### src/rtl/capture_fifo_arbiter_if.sv
// capture_fifo_arbiter_if: bus bundle between the capture sources/FIFO and the arbiter.
//   enable   : capture enable (sources -> arbiter)
//   req_s    : per-source one-cycle capture strobe
//   req_dt   : per-source payload, source i at [i*DW +: DW]
//   drop_clr : synchronous clear of all drop counters
//   full     : FIFO full flag
//   push_s   : FIFO push strobe (arbiter -> FIFO)
//   push_dt  : FIFO push word {src_id[1:0], payload}
//   pending  : holding register valid per source
//   drop_cnt : per-source saturating drop counters, source i at [i*CW +: CW]
interface capture_fifo_arbiter_if #(
    parameter int NREQ = 3,
    parameter int DW   = 22,
    parameter int CW   = 8
);
    logic                 enable;
    logic [NREQ-1:0]      req_s;
    logic [NREQ*DW-1:0]   req_dt;
    logic                 drop_clr;
    logic                 full;
    logic                 push_s;
    logic [DW+1:0]        push_dt;
    logic [NREQ-1:0]      pending;
    logic [NREQ*CW-1:0]   drop_cnt;

    modport master (
        output enable, req_s, req_dt, drop_clr, full,
        input  push_s, push_dt, pending, drop_cnt
    );

    modport slave (
        input  enable, req_s, req_dt, drop_clr, full,
        output push_s, push_dt, pending, drop_cnt
    );
endinterface

### src/rtl/capture_fifo_arbiter.sv
// capture_fifo_arbiter: round-robin drain of per-source one-entry holding registers into one FIFO push port.
//   clk    : system clock
//   nreset : asynchronous active-low reset
//   bus    : slave side of capture_fifo_arbiter_if (strobes/payloads/full in; push/pending/drop counts out)
module capture_fifo_arbiter #(
    parameter int NREQ = 3,
    parameter int DW   = 22,
    parameter int CW   = 8
) (
    input logic                   clk,
    input logic                   nreset,
    capture_fifo_arbiter_if.slave bus
);
    logic [NREQ-1:0] hold_v_q, hold_v_d;
    logic [DW-1:0]   hold_dt_q [NREQ];
    logic [DW-1:0]   hold_dt_d [NREQ];
    logic [CW-1:0]   drop_cnt_q [NREQ];
    logic [CW-1:0]   drop_cnt_d [NREQ];
    logic [1:0]      rr_ptr_q, rr_ptr_d;
    logic            push_s_q, push_s_d;
    logic [DW+1:0]   push_dt_q, push_dt_d;
    logic            grant;
    logic [1:0]      winner;
    logic [1:0]      idx;

    // Scan from farthest to nearest so the valid source closest to rr_ptr is assigned last and wins.
    always_comb begin
        winner = 2'd0;
        idx    = 2'd0;
        for (int k = NREQ - 1; k >= 0; k--) begin
            idx = 2'((int'(rr_ptr_q) + k) % NREQ);
            if (hold_v_q[idx]) winner = idx;
        end
        grant = !bus.full && |hold_v_q;
    end

    always_comb begin
        hold_v_d   = hold_v_q;
        hold_dt_d  = hold_dt_q;
        drop_cnt_d = drop_cnt_q;
        push_s_d   = grant;
        push_dt_d  = grant ? {winner, hold_dt_q[winner]} : push_dt_q;
        rr_ptr_d   = !grant ? rr_ptr_q : (int'(winner) == NREQ - 1) ? 2'd0 : winner + 2'd1;
        for (int i = 0; i < NREQ; i++) begin
            if (grant && winner == 2'(i)) hold_v_d[i] = 1'b0;
            // A slot freed by this edge's grant can take the new strobe without loss.
            if (bus.enable && bus.req_s[i]) begin
                if (!hold_v_d[i]) begin
                    hold_v_d[i]  = 1'b1;
                    hold_dt_d[i] = bus.req_dt[i*DW +: DW];
                end else if (drop_cnt_q[i] != '1) begin
                    drop_cnt_d[i] = drop_cnt_q[i] + CW'(1);
                end
            end
            if (bus.drop_clr) drop_cnt_d[i] = '0;
        end
    end

    always_ff @(posedge clk or negedge nreset) begin
        if (!nreset) begin
            hold_v_q   <= '0;
            push_s_q   <= 1'b0;
            push_dt_q  <= '0;
            rr_ptr_q   <= 2'd0;
            drop_cnt_q <= '{default: '0};
        end else begin
            hold_v_q   <= hold_v_d;
            push_s_q   <= push_s_d;
            push_dt_q  <= push_dt_d;
            rr_ptr_q   <= rr_ptr_d;
            drop_cnt_q <= drop_cnt_d;
        end
    end

    // Holding data is qualified by hold_v, so it needs no reset.
    always_ff @(posedge clk) begin
        hold_dt_q <= hold_dt_d;
    end

    assign bus.push_s  = push_s_q;
    assign bus.push_dt = push_dt_q;
    assign bus.pending = hold_v_q;

    for (genvar g = 0; g < NREQ; g++) begin : g_drop
        assign bus.drop_cnt[g*CW +: CW] = drop_cnt_q[g];
    end
endmodule

### src/flat_wrapper.sv
// flat-port wrapper written by rule: the top's interface ports become plain ports
module capture_fifo_arbiter_flat 
#(
    parameter int NREQ = 3,
    parameter int DW   = 22,
    parameter int CW   = 8
)
  (clk, nreset, bus_enable, bus_req_s, bus_req_dt, bus_drop_clr, bus_full, bus_push_s, bus_push_dt, bus_pending, bus_drop_cnt);
  capture_fifo_arbiter_if #(.NREQ(NREQ), .DW(DW), .CW(CW)) bus_i ();
  input logic clk;
  input logic nreset;
  input wire logic [$bits(bus_i.enable)-1:0] bus_enable;
  input wire logic [$bits(bus_i.req_s)-1:0] bus_req_s;
  input wire logic [$bits(bus_i.req_dt)-1:0] bus_req_dt;
  input wire logic [$bits(bus_i.drop_clr)-1:0] bus_drop_clr;
  input wire logic [$bits(bus_i.full)-1:0] bus_full;
  output wire logic [$bits(bus_i.push_s)-1:0] bus_push_s;
  output wire logic [$bits(bus_i.push_dt)-1:0] bus_push_dt;
  output wire logic [$bits(bus_i.pending)-1:0] bus_pending;
  output wire logic [$bits(bus_i.drop_cnt)-1:0] bus_drop_cnt;
  assign bus_i.enable = bus_enable;
  assign bus_i.req_s = bus_req_s;
  assign bus_i.req_dt = bus_req_dt;
  assign bus_i.drop_clr = bus_drop_clr;
  assign bus_i.full = bus_full;
  assign bus_push_s = bus_i.push_s;
  assign bus_push_dt = bus_i.push_dt;
  assign bus_pending = bus_i.pending;
  assign bus_drop_cnt = bus_i.drop_cnt;
  capture_fifo_arbiter #(.NREQ(NREQ), .DW(DW), .CW(CW)) u_core (.clk(clk), .nreset(nreset), .bus(bus_i));
endmodule
### config.mk
export PLATFORM = sky130hd
export DESIGN_NAME = capture_fifo_arbiter_flat
export DESIGN_NICKNAME = d
export VERILOG_FILES = /design/src/rtl/capture_fifo_arbiter_if.sv /design/src/rtl/capture_fifo_arbiter.sv /design/src/flat_wrapper.sv
export SDC_FILE = /design/constraint.sdc
export NUM_CORES = 1
export LEC_CHECK = 0
export CAP_MARGIN = 40
export CORE_ASPECT_RATIO = 0.5
export CORE_MARGIN = 4
export CORE_UTILIZATION = 44
export DETAILED_ROUTE_END_ITERATION = 10
export PLACE_DENSITY_LB_ADDON = 0.15
export SLEW_MARGIN = 5
export SYNTH_ARGS = -nofsm -noshare
export SYNTH_HDL_FRONTEND = slang
export SYNTH_SLANG_ARGS = --single-unit
### constraint.sdc
create_clock -name clk -period 3.25 [get_ports clk]
set_clock_uncertainty 0.2 [all_clocks]
set_input_delay 0.65 -clock clk [delete_from_list [all_inputs] [get_ports clk]]
set_output_delay 0.65 -clock clk [all_outputs]
set_load 0.01 [all_outputs]
==> flow_metrics.py <==
metrics = {
    "run_status": {
        "status": "complete, no violations",
    },
    "cts": {
        "cts_buffers": 17,
        "post_cts_buffers": 0,
        "cts_tree": "yes",
        "clock_latency_ns": 0.40,
        "clock-sinks": 120,
        "clockBufferDepth": 2,
        "ctsHoldBuffers": 1,
        "cts_root_buf": "clkbuf_16",
        "htreeDepth": 4,
        "post_cts_resized": 0,
        "cts.clk_slew.worst_paths_ns": 0.06,
    },
    "layout": {
        "finalCoreUtilization": 0.662,
        "finalInstanceArea_mm2": 0.00697,
        "area_delta_synth_final_pct": 41.7,
        "fill_cells": 820,
        "drive_above_1_share": 0.115,
        "n_antenna_cell": 0,
        "final_net_count": 582,
    },
    "pwr": {
        "finalPower_mw": 5.70,
        "irDropWorstVdd_uv": 495,
        "p_leak_nw": 2.69,
        "p_per_area_mw_per_mm2": 817,
    },
    "logic_synthesis": {
        "synthAdderAreaFrac": 0.0153,
        "avgSynthCellArea_um2": 13.6,
        "netlist_area_mm2": 0.00492,
        "yosys_most_used_dff": "edfxtp_1",
        "synth_top_family_by_area": "compound AO/OA/AOI/OAI gates",
        "synthMuxAreaShare": 0.0595,
        "ys_seq_area_frac": 0.677,
        "synth-xor-area-share": 0.0231,
        "syn_nets": 443,
        "synth_most_common_cell": "edfxtp_1",
        "synthTopCellsByCount": "edfxtp_1, dfrtp_1, o21ai_0, mux2i_1, nor2_1",
        "netlist_instances": 363,
        "synth_compound_area_frac": 0.120,
        "synth.distinct_cells": 51,
        "ys_async_sr_fraction": 0.450,
        "synth_top_cell_area_share": 0.403,
        "synth_top_area_cell": "edfxtp_1",
        "synth-simple-area-share": 0.0834,
        "ys_ff_latch": 120,
        "yosys-top-cells-area": "edfxtp_1, dfrtp_1, mux2i_1, o21ai_0, a22oi_1",
        "yosys_warnings": 0,
        "synth_edf_count": 66,
    },
    "floorplan": {
        "io_pins": 126,
        "dieWidth_um": 158,
        "fp-row-count": 26,
        "die_h_um": 82.8,
        "core_mm2": 0.0105,
        "die_area_mm2": 0.0130,
        "start_util": 0.467,
    },
    "timing": {
        "fmax_mhz": 355,
        "final_max_slew_viol_count": 0,
        "finalCritPeriodShare": 0.867,
        "hold_ws_ns": 0.278,
        "finalWorstPathRequiredPeriod_ns": 2.82,
        "slew_headroom": 0.496,
        "finalSetupViolCount": 0,
        "tightest_slew_ns": 0.752,
        "grt_setup_unrepaired": "false",
        "hold_viol_final": 0,
        "setup_tns_ns": 0,
    },
    "worst_setup_path": {
        "regToRegSetupSlack_ns": 0.43,
        "required_ns": 3.38,
        "cp-start-kind": "flip-flop",
        "cp-end-kind": "flip-flop",
        "critPathMaxFanout": 13,
        "cp.arrival_ns": 2.94,
        "rr_worst_depth": 9,
        "critPathKind": "reg2reg",
    },
    "placement": {
        "place_hpwl_mm": 7.77,
        "gp_congestion": 0.801,
        "io_buffers": 125,
        "place_area_mm2": 0.00638,
    },
    "global_routing": {
        "grt_max_degree": 25,
        "grt_pass1_wl_mm": 17.4,
        "grt_pass1_vias": 3466,
        "grt-ovfl-total": 0,
        "grt_use_total": 0.178,
        "antenna_found_initial": 0,
    },
    "routing": {
        "wirelength_mm": 11.0,
        "wl_per_cell_um": 16.8,
        "num_vias": 3353,
        "via_per_inst": 5.12,
        "initialDrtViolationCount": 167,
        "dr.pass1.iters": 4,
        "antenna_left": 0,
        "drc": 0,
    },
    "hold_path": {
        "whs_path_depth": 2,
        "hp-class": "reg2reg",
    },
    "run": {
        "cap_violations": 0,
    },
}
cell families (layout without fill, tap and decap cells):
family	count (synthesis)	in the layout
compound gates	89	89
buf+inv	24	176
fa+ha+maj	6	6
xor+xnor	13	13
simple gates	82	82
flops	120	120
mux	29	29
metal layers:
metal,part of all wire,up-vias,global-route usage
met5,0,-,0
met4,0.0037,0,0.0558
met3,0.056,2,0.0549
met2,0.49,89,0.295
met1,0.45,1619,0.228
li1,-,1643,-
critical path, stage by stage (launching register included):
cell	delay (ns)
dfrtp_1	0.35
inv_1	0.07
ha_1	0.37
or4b_4	0.50
a21oi_4	0.19
a211o_2	0.18
buf_4	0.21
o21bai_4	0.12
or4_1	0.42
a21oi_1	0.15
report_power, final:
part	switching (mW)	internal (mW)	leakage (nW)	total, mW
clock network	0.679	1.13	0.272	1.81
registers	0.188	1.94	1.30	2.12
logic	0.904	0.864	1.12	1.77
total	1.77	3.93	2.69	5.70
through the flow:
| stage | cells | setup slack, ns |
|---|---|---|
| after floorplan | 363 | 0.0175 |
| after global placement | 621 | 0.370 |
| after detailed placement | 622 | 0.386 |
| after CTS | 655 | 0.438 |
| after global routing | 655 | 0.216 |
| final | 655 | 0.432 |
final cells by class:
| class | instances | area, um2 | area share |
|---|---|---|---|
| inverters | 6 | 22.5 | 0.00323 |
| flip-flops and latches | 120 | 3330 | 0.478 |
| clock buffers | 17 | 425 | 0.0610 |
| multi-input cells | 219 | 1490 | 0.214 |
| clock inverters | 15 | 156 | 0.0224 |
| repair buffers | 138 | 1370 | 0.196 |
| well taps | 140 | 175 | 0.0251 |
state kept, by name, summed over array words and instances, names as in the netlist:
signal / cells
u_core.hold_dt_q: 66
u_core.bus.drop_cnt: 24
u_core.bus.push_dt: 24
u_core.bus.pending: 3
u_core.rr_ptr_q: 2
u_core.bus.push_s: 1
placed cells by master (no fill, tap or decap), drive strengths merged, types with 5 or more instances in the layout:
| cell type | instances |
|---|---|
| a21oi | 13 |
| a22oi | 22 |
| buf | 13 |
| clkbuf | 17 |
| clkdlybuf4s50 | 124 |
| clkinv | 9 |
| dfrtp | 54 |
| edfxtp | 66 |
| ha | 6 |
| inv | 6 |
| mux2i | 27 |
| nand2 | 17 |
| nand3 | 10 |
| nor2 | 26 |
| o21ai | 35 |
| or3 | 5 |
| xnor2 | 6 |
| xor2 | 7 |
worst paths after layout:
check,endpoint,startpoint
hold reg to reg,u_core.bus.push_dt[19],u_core.hold_dt_q[19]
max in group asynchronous,u_core.bus.drop_cnt[22],nreset
setup reg to reg,u_core.bus.drop_cnt[6],u_core.rr_ptr_q[0]
min in group asynchronous,u_core.bus.drop_cnt[4],nreset
hold / removal,u_core.bus.push_dt[19],u_core.hold_dt_q[19]
setup / recovery,u_core.bus.drop_cnt[6],u_core.rr_ptr_q[0]
Note: power is estimated with default switching activity, not from simulation.
